$ cat src/rtl/zx_mem_pkg.sv
// Shared types and constants for the banked Z80 memory pager.
package zx_mem_pkg;

  localparam int unsigned BANK_SCREEN0 = 5;
  localparam int unsigned BANK_SCREEN1 = 7;
  localparam int unsigned BANK_FIXED   = 2;
  localparam int unsigned PAGE_BITS    = 6;

  typedef struct packed {
    logic       lock;
    logic       rom;
    logic       scr;
    logic [2:0] bank;
  } page_reg_t;

  typedef enum logic [1:0] {IDLE, ACCESS, DONE} mem_state_t;

  // Fold a logical 16K bank number onto the banks actually fitted.
  function automatic logic [2:0] bank_mod(input logic [2:0] bank, input int unsigned banks);
    return 3'(32'(bank) % banks);
  endfunction

endpackage

$ cat src/rtl/zx_page_reg.sv
// Paging port: IO write decode, one load per IO cycle, lock bit and screen select.
module zx_page_reg
  import zx_mem_pkg::*;
#(
  parameter logic [15:0] PAGE_MASK  = 16'h8002,
  parameter logic [15:0] PAGE_MATCH = 16'h0000
) (
  input  logic        clk_vram,
  input  logic        reset,
  input  logic [15:0] A,
  input  logic [5:0]  data,
  input  logic        nIORQ,
  input  logic        nWR,
  output page_reg_t   page,
  output logic        screen_sel
);

  logic io_wr;
  logic io_wr_q;

  always_comb io_wr = !nIORQ && !nWR && ((A & PAGE_MASK) == PAGE_MATCH);

  always_ff @(posedge clk_vram) begin
    if (reset) begin
      page       <= '0;
      io_wr_q    <= 1'b0;
      screen_sel <= 1'b0;
    end else begin
      io_wr_q <= io_wr;
      // Load only on the first cycle of the IO write; the lock bit can set itself.
      if (io_wr && !io_wr_q && !page.lock)
        page <= page_reg_t'(data);
      screen_sel <= page.scr;
    end
  end

endmodule

$ cat src/rtl/zx_mem_pager.sv
// 128K-style banked memory controller: address map, wait-state FSM and SRAM/ROM strobes.
module zx_mem_pager
  import zx_mem_pkg::*;
#(
  parameter int unsigned RAM_BANKS  = 8,
  parameter int unsigned ROM_PAGES  = 2,
  parameter int unsigned SRAM_WAIT  = 2,
  parameter logic [15:0] PAGE_MASK  = 16'h8002,
  parameter logic [15:0] PAGE_MATCH = 16'h0000
) (
  input  logic                            clk_vram,
  input  logic                            reset,
  input  logic [15:0]                     A,
  input  logic [7:0]                      D_in,
  input  logic                            nMREQ,
  input  logic                            nIORQ,
  input  logic                            nRD,
  input  logic                            nWR,
  input  logic                            nRFSH,
  output logic [7:0]                      mem_q,
  output logic                            mem_oe,
  output logic                            nWAIT,
  output logic [14:0]                     rom_addr,
  input  logic [7:0]                      rom_q,
  output logic [14+$clog2(RAM_BANKS)-1:0] sram_addr,
  output logic [7:0]                      sram_dq_o,
  input  logic [7:0]                      sram_dq_i,
  output logic                            sram_oe_n,
  output logic                            sram_we_n,
  output logic                            screen_sel,
  output logic [PAGE_BITS-1:0]            page_reg
);

  localparam int unsigned SRAM_AW = 14 + $clog2(RAM_BANKS);

  mem_state_t         state, state_nx;
  page_reg_t          page;
  logic [3:0]         count;
  logic               start;
  logic [2:0]         bank_raw;
  logic [SRAM_AW-1:0] sram_addr_now, lat_sram;
  logic [14:0]        rom_addr_now, lat_rom_addr;
  logic               lat_wr, lat_rom;
  logic [7:0]         lat_d;

  zx_page_reg #(
    .PAGE_MASK (PAGE_MASK),
    .PAGE_MATCH(PAGE_MATCH)
  ) u_page_reg (
    .clk_vram  (clk_vram),
    .reset     (reset),
    .A         (A),
    .data      (D_in[5:0]),
    .nIORQ     (nIORQ),
    .nWR       (nWR),
    .page      (page),
    .screen_sel(screen_sel)
  );

  always_comb start = !nMREQ && nRFSH && (!nRD || !nWR);

  always_comb begin
    unique case (A[15:14])
      2'b01:   bank_raw = 3'(BANK_SCREEN0);
      2'b10:   bank_raw = 3'(BANK_FIXED);
      2'b11:   bank_raw = page.bank;
      default: bank_raw = '0;
    endcase
    sram_addr_now = SRAM_AW'({bank_mod(bank_raw, RAM_BANKS), A[13:0]});
    rom_addr_now  = {(ROM_PAGES > 1) ? page.rom : 1'b0, A[13:0]};
  end

  always_ff @(posedge clk_vram) begin
    if (reset) state <= IDLE;
    else       state <= state_nx;
  end

  always_comb begin
    state_nx = state;
    unique case (state)
      IDLE:    if (start) state_nx = ACCESS;
      ACCESS:  if (count == 4'd1) state_nx = DONE;
      DONE:    if (nMREQ) state_nx = IDLE;
      default: state_nx = IDLE;
    endcase
  end

  // Address and write data are captured at start so a mid-access page write only hits the next access.
  always_ff @(posedge clk_vram) begin
    if (reset) begin
      count        <= '0;
      lat_wr       <= 1'b0;
      lat_rom      <= 1'b0;
      lat_sram     <= '0;
      lat_rom_addr <= '0;
      lat_d        <= '0;
      mem_q        <= '0;
    end else if (state == IDLE && start) begin
      count        <= 4'(SRAM_WAIT);
      lat_wr       <= !nWR;
      lat_rom      <= (A[15:14] == 2'b00);
      lat_sram     <= sram_addr_now;
      lat_rom_addr <= rom_addr_now;
      lat_d        <= D_in;
    end else if (state == ACCESS) begin
      count <= count - 4'd1;
      if (count == 4'd1 && !lat_wr)
        mem_q <= lat_rom ? rom_q : sram_dq_i;
    end
  end

  // ROM is addressed from the live bus while idle so its registered data is ready by the last wait cycle.
  always_comb begin
    nWAIT     = 1'b1;
    sram_oe_n = 1'b1;
    sram_we_n = 1'b1;
    mem_oe    = 1'b0;
    rom_addr  = (state == IDLE) ? rom_addr_now : lat_rom_addr;
    sram_addr = (state == IDLE) ? sram_addr_now : lat_sram;
    sram_dq_o = lat_d;
    page_reg  = page;
    unique case (state)
      ACCESS: begin
        nWAIT = 1'b0;
        if (!lat_rom) begin
          if (lat_wr) sram_we_n = 1'b0;
          else        sram_oe_n = 1'b0;
        end
      end
      DONE:    mem_oe = !lat_wr;
      default: ;
    endcase
  end

endmodule

$ cat config.mk
export PLATFORM = sky130hd
export DESIGN_NAME = zx_mem_pager
export DESIGN_NICKNAME = d
export VERILOG_FILES = /design/src/rtl/zx_mem_pkg.sv /design/src/rtl/zx_page_reg.sv /design/src/rtl/zx_mem_pager.sv
export SDC_FILE = /design/constraint.sdc
export NUM_CORES = 1
export LEC_CHECK = 0
export CAP_MARGIN = 20
export CORE_ASPECT_RATIO = 1.5
export CORE_MARGIN = 5
export CORE_UTILIZATION = 46
export DETAILED_ROUTE_END_ITERATION = 8
export HOLD_SLACK_MARGIN = 0.06
export PLACE_DENSITY_LB_ADDON = 0.1
export SLEW_MARGIN = 25
export SYNTH_ARGS = -nofsm -noshare
export SYNTH_HDL_FRONTEND = slang
export SYNTH_SLANG_ARGS = --single-unit
$ cat constraint.sdc
create_clock -name clk_vram -period 4.06 [get_ports clk_vram]
set_clock_uncertainty 0.2 [all_clocks]
set_input_delay 0.406 -clock clk_vram [delete_from_list [all_inputs] [get_ports clk_vram]]
set_output_delay 0.406 -clock clk_vram [all_outputs]
set_load 0.05 [all_outputs]
[Word-level counts from Yosys, hierarchy flattened]
Cells that the tools add are included.
W data, S select, Z words.
Operators by class
  add/subtract/negate cells: 1
  multiply operators: 0
  div/mod/pow operators: 0
  magnitude comparators: 0
  equality and inequality tests: 9
  shifts and indexed selects: 0
  mux-type cells: 18
  bitwise gates (word level): 1
  reduce and logical (&&, ||, !) cells: 23
Operator list (number)
  $mux W17: 1
  $logic_not A16 Y1: 1
  $mux W15: 1
  $mux W2: 5
  $pmux W3 S3: 1
  $logic_and A1 B1 Y1: 8
  $mux W1: 8
  $mux W8: 1
  $logic_not A1 Y1: 7
  $eq A2 B2 Y1 const B: 3
  $ne A2 B2 Y1 const B: 3
  $pmux W2 S3: 1
  $reduce_and A3 Y1: 2
  $eq A2 B1 Y1 const B: 2
  $eq A4 B1 Y1 const B: 1
  $logic_not A2 Y1: 2
  $sub A4 B1 Y4 const B: 1
  $reduce_bool A2 Y1: 1
  $reduce_or A2 Y1: 1
  $logic_or A1 B1 Y1: 1
  $not A1 Y1: 1
Word-level totals
  flip-flop bits (word level): 64
  latch bits: 0
  bits in writable memories: 0
  ROM bits: 0
  input bits: 47
  output and inout port bits: 59
  memories kept: 0

[Logic depth before layout (Yosys ltp)]
  depth in word-level cells: 6
  gate-level depth with buffers: 6
  gate-level depth less buffers: 5

[By module]
From an unflattened synthesis, not the netlist that was laid out.
Second synthesis, totals
  cell total of the unflattened synthesis: 312
  area total of the unflattened synthesis: 2483.6 µm²
By module, submodules not included
  zx_mem_pager: times used 1, cells an instance 283, area each 2175.8 µm², seq. area each 840.8 µm²
  zx_page_reg: times used 1, cells an instance 29, area each 307.8 µm², seq. area each 160.2 µm²

[Worst setup path after synthesis]
No wires, ideal clock.
  path type: register to output
  start: register state[1]
  end: output sram_addr[14]
  data arrival time: 2.031 ns
  required time: 3.454 ns
  path slack: 1.423 ns
  stages on the path, launching flop included: 5
  path buffers: 2
  cells stage by stage: dfxtp_1 buf_6 or2_2 clkbuf_1 o21ai_0
Between the ends
  cells in the longest elaborated chain, start to end: 2
RTL lines
  start: declaration: line zx_mem_pager.sv:36  | mem_state_t state, state_nx;
  start signal: assignment: line zx_mem_pager.sv:75  | else state <= state_nx;
  $logic_not A2 Y1: line zx_mem_pager.sv:119  | sram_addr = (state == IDLE) ? sram_addr_now : lat_sram;
  $mux W17: line zx_mem_pager.sv:119
  end: declaration: line zx_mem_pager.sv:25  | output logic [14+$clog2(RAM_BANKS)-1:0] sram_addr,
Every way passes these cells.

[Worst setup path in the final report]
  start: register state[1]
  end: output sram_addr[16]
Same word-level chain as after synthesis.

==> impl_metrics.csv <==
group,metric,value,unit
outcome,status,"finished, final reports clean",
floorplanning,die_w,70.2,um
logic_synthesis,syn_area_per_cell,8.08,um^2
sta,hold_viol_final,0,
sta,setup_tns,0,ps
logic_synthesis,yosysSeqAreaShare,40.1,%
cts,cts-root-buf,"clkbuf_8",
worst_setup_path,crit_path_top_delay_cell,"clkdlybuf4s50_1",
cts,clock_path_buffers,2,
power,ir_drop,0.274,mV
worst_setup_path,path_delay_family,"buffers and inverters",
global_route,grt_pass1_wl,10400,um
layout,drive_gt1_share,6.99,%
logic_synthesis,synthArstFlopShare,0,%
cts,htreeDepth,2,
detailed_routing,drtIter0Drc,204,
worst_setup_path,r2r-end,"lat_wr",
floorplanning,start_util,46.5,%
worst_setup_path,cp-end-kind,"output pin",
worst_hold_path,whs_endpoint,"lat_sram[13]",
logic_synthesis,synth_edf_count,0,
sta,worst_pin_slew,987,ps
sta,rsz0062_at_grt,"no",
place,dp.final_hpwl,4690,um
detailed_routing,vias_per_cell,5.29,
floorplanning,ioPinCount,106,
layout,multi_input_area,1270,um^2
sta,relSlewSlack,34.2,%
worst_setup_path,slowest_delay,850,ps
place,dp_cells,448,
flow_run,maxCapViolCount,0,
worst_hold_path,holdPathStages,2,
place,io_buffers,105,
layout,area_growth,41.5,%
detailed_routing,totalWireLength,6610,um
sta,final.min_clock_period,2950,ps
cts,cts_resized,0,
logic_synthesis,ys_types,41,
place,gp_congestion,0.775,
worst_setup_path,arrival,2340,ps
layout,nNetsFinal,434,
worst_setup_path,setup.worst_path.start_class,"register",
logic_synthesis,syn_nets,358,
detailed_routing,dr.pass1.iters,6,
worst_setup_path,reg2reg_slack,1770,ps
global_route,grtUsageTotal,18.1,%
sta,hold-worst-slack,270,ps
worst_setup_path,r2r-start,"state[1]",
layout,fin_cells,456,
global_route,grt.overflow.total,0,
logic_synthesis,ys_ff_latch,50,
detailed_routing,vias,2413,
worst_setup_path,critPathKind,"register to output pin",
detailed_routing,ant_nets,0,
worst_setup_path,crit_buf_inv,1,
cts,cts_sinks,50,
sta,setup_viol,0,
layout,top_register,"lat_sram",
logic_synthesis,netlist_instances,309,
layout,diodes,0,
worst_hold_path,hp-start,"lat_sram[13]",
floorplanning,coreArea,5370,um^2
sta,final.period_utilization,72.7,%
power,cellPowerDensity,346,nW/um^2
worst_setup_path,cp_max_fo,21,
detailed_routing,post-route-drc-count,0,
detailed_routing,route.detailed.wl_per_inst,14.5,um
logic_synthesis,synthFlopType,"dfxtp_1",
worst_setup_path,r2r_cells,3,
worst_setup_path,crit_path_cell_trace,"or2_2 > o21ai_0 > clkdlybuf4s50_1",
cts,insertion_delay,300,ps
cts,cts_hold_buf,0,
layout,seqCellArea,1000,um^2
worst_hold_path,hold_class,"register to register",
global_route,grt_pass1_vias,2194,
global_route,grt_start_max_net_pins,58,
sta,slew_viol_final,0,
cts,clk_pin_slew_worst_paths,90,ps
floorplanning,die-area,7030,um^2
cts,cts_made_buffers,5,
layout,fill_cells,496,
cts,post_cts_buffers,0,
layout,largest_register_ffs,17,
power,p_leak,1.28,nW
cts,tritoncts,"yes",
floorplanning,fp.dieH,100,um
global_route,antenna_found_initial,0,
logic_synthesis,synth_area,2500,um^2
logic_synthesis,synth_warnings,0,
worst_setup_path,worstPathRequired,3450,ps
worst_setup_path,startpoint,"state[1]",
floorplanning,row_count,33,
sta,clock.fmax,339,MHz
-- cells in the final DEF (no fill, tap or decap), types with 2 or more instances in the layout --
master	instances
a211oi_1	11
a21oi_1	33
clkbuf_8	5
clkdlybuf4s50_1	104
clkinv_2	2
dfxtp_1	50
ha_1	2
inv_1	4
mux2i_1	12
nand2_1	53
nand2b_1	9
nand3_1	23
nor2_1	5
nor2b_1	5
nor3_1	2
nor3b_1	2
nor3b_2	2
o21ai_0	14
o21ai_1	18
o21ai_2	2
o31ai_1	3
or2_2	2
or3_1	3
-- tightest hold or removal path: stages (launching register included) --
cell     delay [ps]
dfxtp_1         330
o21ai_2          50
a21oi_1          50
-- kinds of logic (layout without fill, tap and decap cells) --
family / Yosys count / after routing / share of synthesized area, %
AO/OA/AOI/OAI: 84 / 84 / 18.9
buffers and inverters: 41 / 118 / 9.52
multiplexers: 13 / 13 / 5.26
adder cells (fa/ha/maj): 2 / 2 / 1.00
AND/OR/NAND/NOR: 117 / 117 / 24.5
XOR/XNOR: 2 / 2 / 0.702
flip-flops: 50 / 50 / 40.1
-- synth_stat cells (2+ instances only) --
master / n / area share, %
nand2_1: 53 / 8.0
dfxtp_1: 50 / 40
a21oi_1: 33 / 6.6
nand3_1: 23 / 4.6
o21ai_1: 18 / 3.6
buf_4: 15 / 4.5
o21ai_0: 14 / 2.8
clkbuf_1: 13 / 2.0
mux2i_1: 12 / 4.8
a211oi_1: 11 / 3.3
nand2b_1: 9 / 2.3
nor2_1: 6 / 0.90
nor2b_1: 5 / 1.3
buf_2: 4 / 0.80
inv_1: 4 / 0.60
buf_6: 3 / 1.4
nor3b_1: 3 / 0.90
o31ai_1: 3 / 0.90
or3_1: 3 / 0.75
buf_1: 2 / 0.30
ha_1: 2 / 1.0
nor3_1: 2 / 0.40
o21ai_2: 2 / 0.70
or2_2: 2 / 0.50
-- worst max path at each step --
stage,to,cells after the start
finish,sram_addr[16],3
global route,sram_addr[16],3
CTS,rom_addr[5],4
detailed placement,rom_addr[5],4
global placement,rom_addr[5],4
floorplan,sram_addr[14],4
-- through the flow --
stage | setup slack, ps | util, % | instance area (um^2) | total power, mW
after floorplan | 1420 | - | 2500 | 0.772
after global placement | 1240 | 63.6 | 3420 | 0.886
after detailed placement | 1150 | 63.6 | 3420 | 0.889
after CTS | 806 | 65.7 | 3520 | 1.23
after global routing | 942 | 65.8 | 3530 | 1.28
final | 1110 | 65.8 | 3530 | 1.22
-- layer usage --
layer	up-vias	part of all wire [%]	track usage, %
met4	0	1.6	6.64
met3	9	6.7	4.71
met5	-	0	0
li1	1206	-	-
met1	1123	40	20.4
met2	75	52	32.6
-- power breakdown --
| group | leakage [nW] | internal (mW) | switching (mW) | total (mW) |
|---|---|---|---|---|
| Sequential | 0.406 | 0.509 | 0.0147 | 0.523 |
| Combinational | 0.812 | 0.132 | 0.222 | 0.354 |
| Clock | 0.0579 | 0.182 | 0.165 | 0.346 |
-- final cells by class --
type,count,area share (%)
sequential,50,28.3
clock buffer,5,1.95
timing repair buffer,106,29.8
multi-input combinational,218,35.9
clock inverter,3,1.13
tap,70,2.48
inverter,4,0.425
Note: power is estimated with default switching activity, not from simulation.
